## config.mk

```make
export PLATFORM = sky130hd
export DESIGN_NAME = spi_arbiter_seq
export DESIGN_NICKNAME = d
export VERILOG_FILES = /design/src/rtl/spi_arbiter_seq.sv
export SDC_FILE = /design/constraint.sdc
export NUM_CORES = 1
export LEC_CHECK = 0
export ABC_CLOCK_PERIOD_IN_PS = 2000
export BUFFER_PORTS_ARGS = -buffer_cell sky130_fd_sc_hd__buf_2
export CELL_PAD_IN_SITES_DETAIL_PLACEMENT = 1
export CELL_PAD_IN_SITES_GLOBAL_PLACEMENT = 1
export CORE_AREA = 2 2 69 71
export DETAILED_ROUTE_END_ITERATION = 12
export DIE_AREA = 0 0 71 73
export PLACE_DENSITY = 0.85
export SKIP_CTS_REPAIR_TIMING = 1
export SLEW_MARGIN = 20
export SYNTH_ARGS = -nofsm -noshare
export SYNTH_HDL_FRONTEND = slang
export SYNTH_SLANG_ARGS = --single-unit
```

## constraint.sdc

```tcl
create_clock -name clk -period 2 [get_ports clk]
set_clock_uncertainty 0.15 [all_clocks]
set_input_delay 0.4 -clock clk [delete_from_list [all_inputs] [get_ports clk]]
set_output_delay 0.4 -clock clk [all_outputs]
set_load 0.05 [all_outputs]
```

## src/rtl/spi_arbiter_seq.sv

```systemverilog
`default_nettype none
// ============================================================================
//  Module      : spi_arbiter_seq
//  Description : Shares one SPI byte engine between two requesters (port 0:
//                CPU, port 1: boot/DMA loader). Arbitrates whole transactions
//                round-robin without preemption, frames each transaction with
//                cs_n, and sequences every byte through the engine:
//                accept byte -> fire engine -> wait completion -> return byte.
//  Revision    : 1.0 - initial release
// ----------------------------------------------------------------------------
//  Parameters
//    CS_SETUP : clk cycles cs_n is low before the first eng_send (1..15)
//    CS_GAP   : clk cycles cs_n stays high after a transaction before the
//               next grant can be issued (1..15)
//  Ports
//    clk, rst                 : clock, asynchronous active-high reset
//    req0/1                   : level transaction request, held until done
//    wvalid0/1, wdata0/1,
//    wlast0/1                 : byte to send, last-byte marker
//    wready0/1                : 1-cycle pulse, byte accepted
//    rvalid0/1, rdata         : 1-cycle pulse qualifying the shared rdata
//    grant0/1                 : port owns the bus from grant until done
//    done0/1                  : 1-cycle pulse, transaction closed, cs_n high
//    cs_n                     : SPI chip select, active-low
//    eng_send, eng_tx         : start a byte in the engine / byte to send
//    eng_done, eng_rx         : engine finished a byte / byte received
// ============================================================================
module spi_arbiter_seq #(
    parameter int unsigned CS_SETUP = 2,
    parameter int unsigned CS_GAP   = 3
) (
    input  logic       clk,
    input  logic       rst,
    // requester port 0 (CPU)
    input  logic       req0,
    input  logic       wvalid0,
    input  logic [7:0] wdata0,
    input  logic       wlast0,
    output logic       wready0,
    output logic       rvalid0,
    output logic       grant0,
    output logic       done0,
    // requester port 1 (boot/DMA loader)
    input  logic       req1,
    input  logic       wvalid1,
    input  logic [7:0] wdata1,
    input  logic       wlast1,
    output logic       wready1,
    output logic       rvalid1,
    output logic       grant1,
    output logic       done1,
    // shared read data
    output logic [7:0] rdata,
    // SPI framing
    output logic       cs_n,
    // byte engine handshake
    output logic       eng_send,
    output logic [7:0] eng_tx,
    input  logic       eng_done,
    input  logic [7:0] eng_rx
);

    // ------------------------------------------------------------------------
    // Constants
    // ------------------------------------------------------------------------
    localparam logic [3:0] c_setup_load = 4'(CS_SETUP - 1);
    localparam logic [3:0] c_gap_load   = 4'(CS_GAP - 1);

    typedef enum logic [2:0] {
        S_IDLE  = 3'd0,
        S_SETUP = 3'd1,
        S_ISSUE = 3'd2,
        S_WAIT  = 3'd3,
        S_RESP  = 3'd4,
        S_GAP   = 3'd5
    } state_t;

    // ------------------------------------------------------------------------
    // State
    // ------------------------------------------------------------------------
    state_t      state_q,      state_d;
    logic        owner_q,      owner_d;       // 0: port 0, 1: port 1
    logic        last_owner_q, last_owner_d;  // round-robin history
    logic [3:0]  cnt_q,        cnt_d;         // setup / gap countdown
    logic        last_f_q,     last_f_d;      // byte in flight is the final one
    logic [7:0]  eng_tx_q,     eng_tx_d;
    logic [7:0]  rdata_q,      rdata_d;
    logic        grant0_q,     grant0_d;
    logic        grant1_q,     grant1_d;
    logic        cs_n_q,       cs_n_d;
    logic        rvalid0_q,    rvalid0_d;
    logic        rvalid1_q,    rvalid1_d;
    logic        done0_q,      done0_d;
    logic        done1_q,      done1_d;

    // ------------------------------------------------------------------------
    // Owner-side write channel selection; the non-owner is never looked at.
    // ------------------------------------------------------------------------
    logic       w_own_wvalid;
    logic [7:0] w_own_wdata;
    logic       w_own_wlast;
    logic       w_issue_fire;
    logic       w_pick;

    assign w_own_wvalid = owner_q ? wvalid1 : wvalid0;
    assign w_own_wdata  = owner_q ? wdata1  : wdata0;
    assign w_own_wlast  = owner_q ? wlast1  : wlast0;

    // The byte is accepted and the engine fired in the same cycle the owner's
    // wvalid is seen in ISSUE, so these strobes are decoded from state.
    assign w_issue_fire = (state_q == S_ISSUE) && w_own_wvalid;

    // Round-robin pick: a lone request wins outright, a tie goes to the port
    // that did not own the bus last.
    assign w_pick = (req0 && req1) ? ~last_owner_q : req1;

    // ------------------------------------------------------------------------
    // Next-state / output logic
    // ------------------------------------------------------------------------
    always_comb begin
        state_d      = state_q;
        owner_d      = owner_q;
        last_owner_d = last_owner_q;
        cnt_d        = cnt_q;
        last_f_d     = last_f_q;
        eng_tx_d     = eng_tx_q;
        rdata_d      = rdata_q;
        grant0_d     = grant0_q;
        grant1_d     = grant1_q;
        cs_n_d       = cs_n_q;
        rvalid0_d    = 1'b0;
        rvalid1_d    = 1'b0;
        done0_d      = 1'b0;
        done1_d      = 1'b0;

        case (state_q)
            S_IDLE: begin
                if (req0 || req1) begin
                    owner_d      = w_pick;
                    last_owner_d = w_pick;
                    grant0_d     = ~w_pick;
                    grant1_d     = w_pick;
                    cs_n_d       = 1'b0;
                    cnt_d        = c_setup_load;
                    state_d      = S_SETUP;
                end
            end

            S_SETUP: begin
                if (cnt_q == 4'd0) begin
                    state_d = S_ISSUE;
                end else begin
                    cnt_d = cnt_q - 4'd1;
                end
            end

            S_ISSUE: begin
                if (w_own_wvalid) begin
                    eng_tx_d = w_own_wdata;
                    last_f_d = w_own_wlast;
                    state_d  = S_WAIT;
                end
            end

            S_WAIT: begin
                // eng_done is only meaningful here; elsewhere it is ignored.
                if (eng_done) begin
                    rdata_d = eng_rx;
                    state_d = S_RESP;
                end
            end

            S_RESP: begin
                rvalid0_d = ~owner_q;
                rvalid1_d = owner_q;
                if (last_f_q) begin
                    // Close the frame: done and the final rvalid appear in the
                    // same cycle cs_n goes high.
                    cs_n_d   = 1'b1;
                    done0_d  = ~owner_q;
                    done1_d  = owner_q;
                    grant0_d = 1'b0;
                    grant1_d = 1'b0;
                    cnt_d    = c_gap_load;
                    state_d  = S_GAP;
                end else begin
                    state_d = S_ISSUE;
                end
            end

            S_GAP: begin
                if (cnt_q == 4'd0) begin
                    state_d = S_IDLE;
                end else begin
                    cnt_d = cnt_q - 4'd1;
                end
            end

            default: begin
                state_d  = S_IDLE;
                cs_n_d   = 1'b1;
                grant0_d = 1'b0;
                grant1_d = 1'b0;
            end
        endcase
    end

    // ------------------------------------------------------------------------
    // Registers
    // ------------------------------------------------------------------------
    always_ff @(posedge clk or posedge rst) begin
        if (rst) begin
            state_q      <= S_IDLE;
            owner_q      <= 1'b0;
            last_owner_q <= 1'b1;   // port 0 wins the first tie
            cnt_q        <= 4'd0;
            last_f_q     <= 1'b0;
            eng_tx_q     <= 8'h00;
            rdata_q      <= 8'h00;
            grant0_q     <= 1'b0;
            grant1_q     <= 1'b0;
            cs_n_q       <= 1'b1;
            rvalid0_q    <= 1'b0;
            rvalid1_q    <= 1'b0;
            done0_q      <= 1'b0;
            done1_q      <= 1'b0;
        end else begin
            state_q      <= state_d;
            owner_q      <= owner_d;
            last_owner_q <= last_owner_d;
            cnt_q        <= cnt_d;
            last_f_q     <= last_f_d;
            eng_tx_q     <= eng_tx_d;
            rdata_q      <= rdata_d;
            grant0_q     <= grant0_d;
            grant1_q     <= grant1_d;
            cs_n_q       <= cs_n_d;
            rvalid0_q    <= rvalid0_d;
            rvalid1_q    <= rvalid1_d;
            done0_q      <= done0_d;
            done1_q      <= done1_d;
        end
    end

    // ------------------------------------------------------------------------
    // Outputs
    // ------------------------------------------------------------------------
    assign eng_send = w_issue_fire;
    assign wready0  = w_issue_fire & ~owner_q;
    assign wready1  = w_issue_fire &  owner_q;
    // During the send cycle the engine sees the owner's byte directly; the
    // latched copy then holds it stable until eng_done.
    assign eng_tx   = w_issue_fire ? w_own_wdata : eng_tx_q;
    assign rdata    = rdata_q;
    assign grant0   = grant0_q;
    assign grant1   = grant1_q;
    assign cs_n     = cs_n_q;
    assign rvalid0  = rvalid0_q;
    assign rvalid1  = rvalid1_q;
    assign done0    = done0_q;
    assign done1    = done1_q;

endmodule
`default_nettype wire
```

Word-level counts from Yosys, hierarchy flattened
Index checks and enable logic that the tools add are counted.

cells by class
  $add $sub $neg = 1
  multipliers = 0
  divide/modulo/power cells = 0
  magnitude comparators = 0
  eq/ne operators = 12
  shifts and indexed selects = 0
  multiplexer cells = 30
  bitwise gates (word level) = 6
  reduce and logical (&&, ||, !) cells = 14

operator list
  kind                                                                 count
  3-bit two-way mux                                                    6
  3-bit one-hot mux with 6 select lines                                1
  8-bit two-way mux                                                    2
  1-bit two-way mux                                                    14
  2-bit inequality test (second input constant)                        7
  4-bit two-way mux                                                    3
  4-bit one-hot mux with 3 select lines                                1
  1-bit one-hot mux with 3 select lines                                3
  3-bit by 2-bit == test with 1-bit output (second input constant)     2
  3-bit == test (second input constant)                                2
  2-bit AND reduction                                                  3
  5-bit AND reduction                                                  1
  4-bit zero test                                                      1
  1-bit inverter                                                       4
  4-bit AND reduction                                                  1
  4-bit OR reduction                                                   1
  4-bit by 1-bit subtractor with 4-bit output (second input constant)  1
  3-bit by 1-bit == test with 1-bit output (second input constant)     1
  3-bit zero test                                                      1
  3-bit AND reduction                                                  1
  3-bit nonzero test                                                   1
  1-bit AND                                                            2
  1-bit logical AND                                                    2
  2-bit OR reduction                                                   1
  1-bit logical OR                                                     1

storage, ports and cells
  register bits = 33
  latch bits = 0
  bits in writable memories = 0
  memory bits (read-only) = 0
  input bits = 33
  output and inout port bits = 26
  word-level logic and storage cells = 77
  memories = 0

Depth between registers and ports, before layout
Gate-level depths: netlist (run 1).

  word-level depth = 5
  gate-level depth with buffers = 6
  gate-level depth less buffers = 6

Worst setup path before layout (run 1)
OpenSTA, ideal clock, no wires.

  path type = reg2out
  start = register state_q[2]
  end = output port eng_tx[0]
  arrival time = 1,629 ps
  required time = 1,450 ps
  path slack = -179 ps
  cell stages (with the launch flop) = 7
  path buffers = 2
  path through = dfrtp_1 > buf_6 > nor3b_4 > and3_4 > buf_6 > a22o_1 > a21o_1

between the ends
  longest elaborated chain between the ends = 3

ends and longest elaborated chain
  what                                      RTL line  text
  start, declared                           81        state_t state_q, state_d;
  start signal, assigned                    228       state_q <= state_d;
  3-bit by 2-bit == test with 1-bit output  111       assign w_issue_fire = (state_q == S_ISSUE) && w_own_wvalid;
  1-bit logical AND                         111
  8-bit two-way mux                         253       assign eng_tx = w_issue_fire ? w_own_wdata : eng_tx_q;
  end, declared                             58        output logic [7:0] eng_tx,

No other way between the ends.

Final worst setup path (run 1)
  start = register state_q[0]
  end = output port eng_tx[4]

Same word-level chain as after synthesis.

==> results of run 1 <==
## kinds of logic after synthesis
kind of cell / count (synthesis) / share of synthesized area
adders and majority gates: 2 / 0.01557
DFF: 33 / 0.5156
and+or+nand+nor: 37 / 0.1495
xor gates and xnor gates: 3 / 0.01636
buffers and inverters: 11 / 0.04673
AOI/OAI and AO/OA: 34 / 0.1659
muxes: 13 / 0.09034
## worst paths after layout
path                       slack, ps                   end                    from
setup / recovery                -340             eng_tx[4]  state_q[0]$_DFFE_PP0P_
hold / removal                   170  rdata[4]$_DFFE_PP0P_               eng_rx[4]
setup reg to reg                  90  cnt_q[0]$_DFFE_PP0P_  state_q[2]$_DFFE_PP0P_
hold reg to reg                  340  rdata[5]$_DFFE_PP0P_    rdata[5]$_DFFE_PP0P_
max in group asynchronous        570      cs_n$_DFFE_PP1P_                     rst
min in group asynchronous        530       done1$_DFF_PP0_                     rst
## worst reg2reg max path, cell delays in order (launching register included)
cell and delay, ps:
dfrtp_1 410, buf_4 140, buf_4 170, nor2b_1 160, a2111oi_2 410, nand2b_2 230
mux2i_1 180
## state kept, by name, summed over array words and instances, names as in the netlist
| register | flops |
|---|---|
| rvalid1 | 1 |
| done1 | 1 |
| state_q | 3 |
| owner_q | 1 |
| last_f_q | 1 |
| cnt_q | 4 |
| rdata | 8 |
| done0 | 1 |
| grant0 | 1 |
| grant1 | 1 |
| rvalid0 | 1 |
| last_owner_q | 1 |
| eng_tx_q | 8 |
| cs_n | 1 |
## report_power, final
| part | switching [mW] | total, mW | internal (mW) |
|---|---|---|---|
| logic | 1.74 | 2.88 | 1.14 |
| registers | 0.200 | 1.17 | 0.974 |
| clock network | 0.246 | 0.652 | 0.406 |
| total | 2.19 | 4.71 | 2.52 |
## cell usage in the layout (no fill, tap or decap), types with 2 or more instances in the layout
master and n:
a22o_1 9, xor2_1 2, nor2_4 2, inv_2 2
a21o_1 2, a21o_4 8, mux2_1 8, buf_8 9
o21ai_0 4, nor2_1 7, and3_4 2, buf_4 12
nand2_1 7, mux2i_1 4, and2_1 2, nand3_1 5
nor2b_1 4, clkbuf_8 6, buf_2 48, ha_1 2
dfrtp_1 31, dfstp_2 2, inv_1 4, o21ai_1 2
## area by class of cell
cell class	count	share of cell area
Multi-Input combinational cell	92	0.3448
Inverter	6	0.009698
Timing Repair Buffer	71	0.2096
Clock buffer	7	0.03718
Tap cell	54	0.02909
Sequential cell	33	0.3567
Clock inverter	1	0.01293
## routing by layer
layer  vias to the layer above  wire length (µm)
li1                        631                 -
met1                       721              2125
met2                        47              2869
met3                         8               230
met4                         0                80
met5                         -                 0
## stage by stage
step | total power, mW | utilization
after CTS | 4.293 | 0.4764
after global routing | 4.942 | 0.5120
final | 4.709 | 0.5120
after floorplan | 3.113 | -
after detailed placement | 3.615 | 0.4508
after global placement | 3.524 | 0.4508
==> results.sh, run 1 <==
export IMPL_hold_path_class="in -> reg"
export IMPL_fillers=502
export IMPL_path_max_fanout=6
export IMPL_overflow=0
export IMPL_synth_top_area_share=0.4829
export IMPL_die_h_um=73
export IMPL_synth_distinct_cells=42
export IMPL_cts_buffer_depth=2
export IMPL_cpPeakStageDelay_ps=410
export IMPL_io_pins=59
export IMPL_synthCells=133
export IMPL_drt_total_wl_um=5306
export IMPL_drtIter0Drc=65
export IMPL_ys_ff_latch=33
export IMPL_tightest_slew_ps=437.2
export IMPL_ys_seq_area_frac=0.5156
export IMPL_hold_depth=2
export IMPL_hpwlAfterDp_um=3091
export IMPL_fin_nets=244
export IMPL_synth_edf_count=0
export IMPL_cts_buffers=5
export IMPL_die_area_mm2=0.005183
export IMPL_ant_nets=0
export IMPL_path_delay_family="simple AND/OR/NAND/NOR gates"
export IMPL_vias=1407
export IMPL_maxSlewViolCount=0
export IMPL_p_leak_nw=1.161
export IMPL_grt_max_degree=13
export IMPL_fp_dieW_um=71
export IMPL_detail_route_first_pass_iterations=4
export IMPL_initial_utilization=0.3542
export IMPL_worstPathRequired_ps=1450
export IMPL_io_buffers=58
export IMPL_crit_chain="nor3b_4, and3b_2, nor2_4, a21o_4, buf_8"
export IMPL_antenna_found_initial=0
export IMPL_finalWorstSetupSlack_ps=-343.0
export IMPL_status="complete, but fails checks"
export IMPL_top_usage_layer="met2"
export IMPL_yosys_top_cells_area="dfrtp_1, mux2_1, a22o_1"
export IMPL_placed_cells=249
export IMPL_final_hold_viol_count=0
export IMPL_grt_pass1_wl_um=6582
export IMPL_met1_usage=0.1716
export IMPL_violations="negative setup slack"
export IMPL_worst_setup_path_start_kind="flip-flop"
export IMPL_avgSynthCellArea_um2=12.08
export IMPL_place_ws_ps=-87.72
export IMPL_cts_tree="yes"
export IMPL_placed_area_mm2=0.002044
export IMPL_critical_path_class="reg -> out"
export IMPL_gp_congestion=0.7531
export IMPL_clock_sinks=33
export IMPL_worstSetupEndpointType="primary output"
export IMPL_cp_num_buf_inv=1
export IMPL_cts_htree_levels=2
export IMPL_syn_area_mm2=0.001607
export IMPL_routed_via_density=5.330
export IMPL_arrival_ps=1790
export IMPL_multi_input_area_um2=800.8
export IMPL_grtUsageTotal=0.1683
export IMPL_clk_pin_slew_ps=70
export IMPL_power_per_cell_area_mw_per_mm2=2028
export IMPL_rsz0062_at_grt="yes"
export IMPL_slowest_stage="dfrtp_1"
export IMPL_n_antenna_cell=0
export IMPL_ys_dominant_reg_cell="dfrtp_1"
export IMPL_max_vdd_ir_drop_uv=553.0
export IMPL_yosysWarnings=0
export IMPL_max_slew_margin=0.7054
export IMPL_period_minus_slack_ps=2343
export IMPL_cp_num_cells=5
export IMPL_insertion_delay_ps=280
export IMPL_rows=25
export IMPL_syn_num_nets=168
export IMPL_drc=0
export IMPL_grtUsageMet2=0.3126
export IMPL_cts_root_buf="clkbuf_8"
export IMPL_use_met3=0.05110
export IMPL_area_delta_synth_final_pct=44.55
export IMPL_stdcell_area_mm2=0.002322
export IMPL_netlist_top_cells_count="dfrtp_1, a21o_1, a22o_1"
export IMPL_layout_drive_gt1_share=0.5000
export IMPL_instances_no_fill=264
export IMPL_core_area_mm2=0.004536
export IMPL_reg2reg_depth=6
export IMPL_yosys_cell_count_top_type="dfrtp_1"
export IMPL_setup_viol=11
export IMPL_fmax_mhz=426.8
export IMPL_maxCapViolations=0
export IMPL_fin_crit_sh=1.172
export IMPL_synth_async_sr_flop_share=1.000
export IMPL_register_area_um2=828.3
export IMPL_synth_area_leader_cell="dfrtp_1"
export IMPL_finalSetupTns_ps=-3017
export IMPL_post_drt_wl_per_cell_um=20.10
export IMPL_hold_ws_ps=173.6
export IMPL_grt_pass1_vias=1405
No activity file was read; power rests on OpenSTA's default activity.
==> run 2, diff against run 1 <==
--- a/config.mk
+++ b/config.mk
@@ -9,10 +9,11 @@
 export BUFFER_PORTS_ARGS = -buffer_cell sky130_fd_sc_hd__buf_2
 export CELL_PAD_IN_SITES_DETAIL_PLACEMENT = 1
 export CELL_PAD_IN_SITES_GLOBAL_PLACEMENT = 1
-export CORE_AREA = 2 2 69 71
+export CORE_AREA = 2 2 79 81
 export DETAILED_ROUTE_END_ITERATION = 12
-export DIE_AREA = 0 0 71 73
-export PLACE_DENSITY = 0.85
+export DIE_AREA = 0 0 81 83
+export GPL_TIMING_DRIVEN = 0
+export PLACE_DENSITY = 0.69
 export SKIP_CTS_REPAIR_TIMING = 1
 export SLEW_MARGIN = 20
 export SYNTH_ARGS = -nofsm -noshare
==> results.sh, run 2 (same netlist as run 1, synthesis figures left out) <==
export IMPL_status="complete, but fails checks"
export IMPL_violations="negative setup slack"
export IMPL_layout_commonest_cell="buf_2"
export IMPL_routed_via_density=4.659
export IMPL_period_minus_slack_ps=2396
export IMPL_p_leak_nw=1.129
export IMPL_n_antenna_cell=0
export IMPL_placed_cells=266
export IMPL_r2r_end="state_q[1]$_DFFE_PP0P_"
export IMPL_fp_dieW_um=81
export IMPL_area_delta_synth_final_pct=41.90
export IMPL_finalWorstSetupSlack_ps=-395.7
export IMPL_worstSetupEndpointType="primary output"
export IMPL_cp_num_buf_inv=3
export IMPL_slowest_stage="dfrtp_1"
export IMPL_cts_buffers=5
export IMPL_drtIter0Drc=18
export IMPL_hold_ws_ps=68.39
export IMPL_drc=0
export IMPL_worst_setup_path_start_kind="flip-flop"
export IMPL_fin_util=0.3920
export IMPL_fin_crit_sh=1.198
export IMPL_grt_pass1_vias=1342
export IMPL_sw_frac_of_total=0.4678
export IMPL_cts_buffer_depth=2
export IMPL_drt_total_wl_um=3863
export IMPL_final_hold_viol_count=0
export IMPL_finalSetupTns_ps=-3622
export IMPL_io_pins=59
export IMPL_pwr_share_clk=0.115
export IMPL_total_power_mw=4.380
export IMPL_grt_max_degree=34
export IMPL_insertion_delay_ps=290
export IMPL_reg2reg_depth=6
export IMPL_fmax_mhz=417.4
export IMPL_die_h_um=83
export IMPL_worstPathRequired_ps=1450
export IMPL_tightest_slew_ps=698.9
export IMPL_layout_common_cells="buf_2, dfrtp_1, a22o_1"
export IMPL_clk_pin_slew_ps=70
export IMPL_core_area_mm2=0.005816
export IMPL_vias=1300
export IMPL_io_buffers=58
export IMPL_place_ws_ps=-235.9
export IMPL_r2r_slack_ps=180
export IMPL_overflow=0
export IMPL_cts_htree_levels=2
export IMPL_seqPwrFrac=0.265
export IMPL_cts_root_buf="clkbuf_8"
export IMPL_cts_tree="yes"
export IMPL_detail_route_first_pass_iterations=4
export IMPL_power_per_cell_area_mw_per_mm2=1921
export IMPL_post_drt_wl_per_cell_um=13.85
export IMPL_hpwlAfterDp_um=2876
export IMPL_cpPeakStageDelay_ps=390
export IMPL_fillers=660
export IMPL_layout_drive_gt1_share=0.4951
export IMPL_ant_nets=0
export IMPL_r2r_start="cnt_q[0]$_DFFE_PP0P_"
export IMPL_p_switching_mw=2.049
export IMPL_fin_nets=238
export IMPL_path_max_fanout=10
export IMPL_crit_chain="buf_6, nor3b_4, and3b_4, buf_12, a22o_1, a21o_4, buf_8"
export IMPL_grtUsageTotal=0.1185
export IMPL_gp_congestion=0.7136
export IMPL_clock_sinks=33
export IMPL_hold_path_class="in -> async"
export IMPL_maxCapViolations=0
export IMPL_critical_path_class="reg -> out"
export IMPL_stdcell_area_mm2=0.002280
export IMPL_die_area_mm2=0.006723
export IMPL_instances_no_fill=279
export IMPL_power_frac_comb=0.620
export IMPL_path_delay_family="simple AND/OR/NAND/NOR gates"
export IMPL_placed_area_mm2=0.002073
export IMPL_rsz0062_at_grt="yes"
export IMPL_internal_power_mw=2.331
export IMPL_max_slew_margin=0.5334
export IMPL_arrival_ps=1850
export IMPL_setup_viol=11
export IMPL_initial_utilization=0.2762
export IMPL_rows=28
export IMPL_antenna_found_initial=0
export IMPL_maxSlewViolCount=0
export IMPL_grt_pass1_wl_um=6161
export IMPL_max_vdd_ir_drop_uv=810.1
## run 2: layout make-up
cell class | count | area, µm² | area share
Clock buffer | 5 | 68.82 | 0.03019
Sequential cell | 33 | 828.3 | 0.3633
Timing Repair Buffer | 63 | 410.4 | 0.1800
Inverter | 6 | 22.52 | 0.009879
Clock inverter | 3 | 17.52 | 0.007684
Tap cell | 75 | 93.84 | 0.04116
Multi-Input combinational cell | 89 | 768.2 | 0.3370
Buffer | 5 | 70.07 | 0.03074
## run 2: worst reg2reg max path: stages (launching register included)
cell	delay, ps
dfrtp_1	400
inv_1	110
ha_1	140
or3b_4	390
nand2_2	110
o211ai_2	110
mux2_4	310
## run 2: worst max-delay path by stage
| stage | from | endpoint | cells after the start |
|---|---|---|---|
| after detailed placement | state_q[2]$_DFFE_PP0P_ | eng_tx[1] | 7 |
| after floorplan | state_q[2]$_DFFE_PP0P_ | eng_tx[0] | 6 |
| after global routing | state_q[2]$_DFFE_PP0P_ | eng_tx[1] | 7 |
| after global placement | state_q[2]$_DFFE_PP0P_ | eng_tx[1] | 7 |
| final | state_q[2]$_DFFE_PP0P_ | eng_tx[1] | 7 |
| after CTS | state_q[2]$_DFFE_PP0P_ | eng_tx[1] | 7 |
## run 2: layer usage
layer,vias up,GRT usage,wire (µm)
met4,0,0.04160,55
met5,-,0,0
li1,608,-,-
met2,46,0.1998,1914
met1,640,0.1321,1603
met3,6,0.04891,289
## run 2: power by group through the flow
stage               combinational (mW)  clock (mW)  sequential, mW
floorplan                         1.56           0            1.55
global placement                  2.38           0            1.17
detailed placement                2.42           0            1.18
CTS                               2.42       0.520            1.17
global route                      2.90       0.555            1.21
finish                            2.71       0.504            1.16
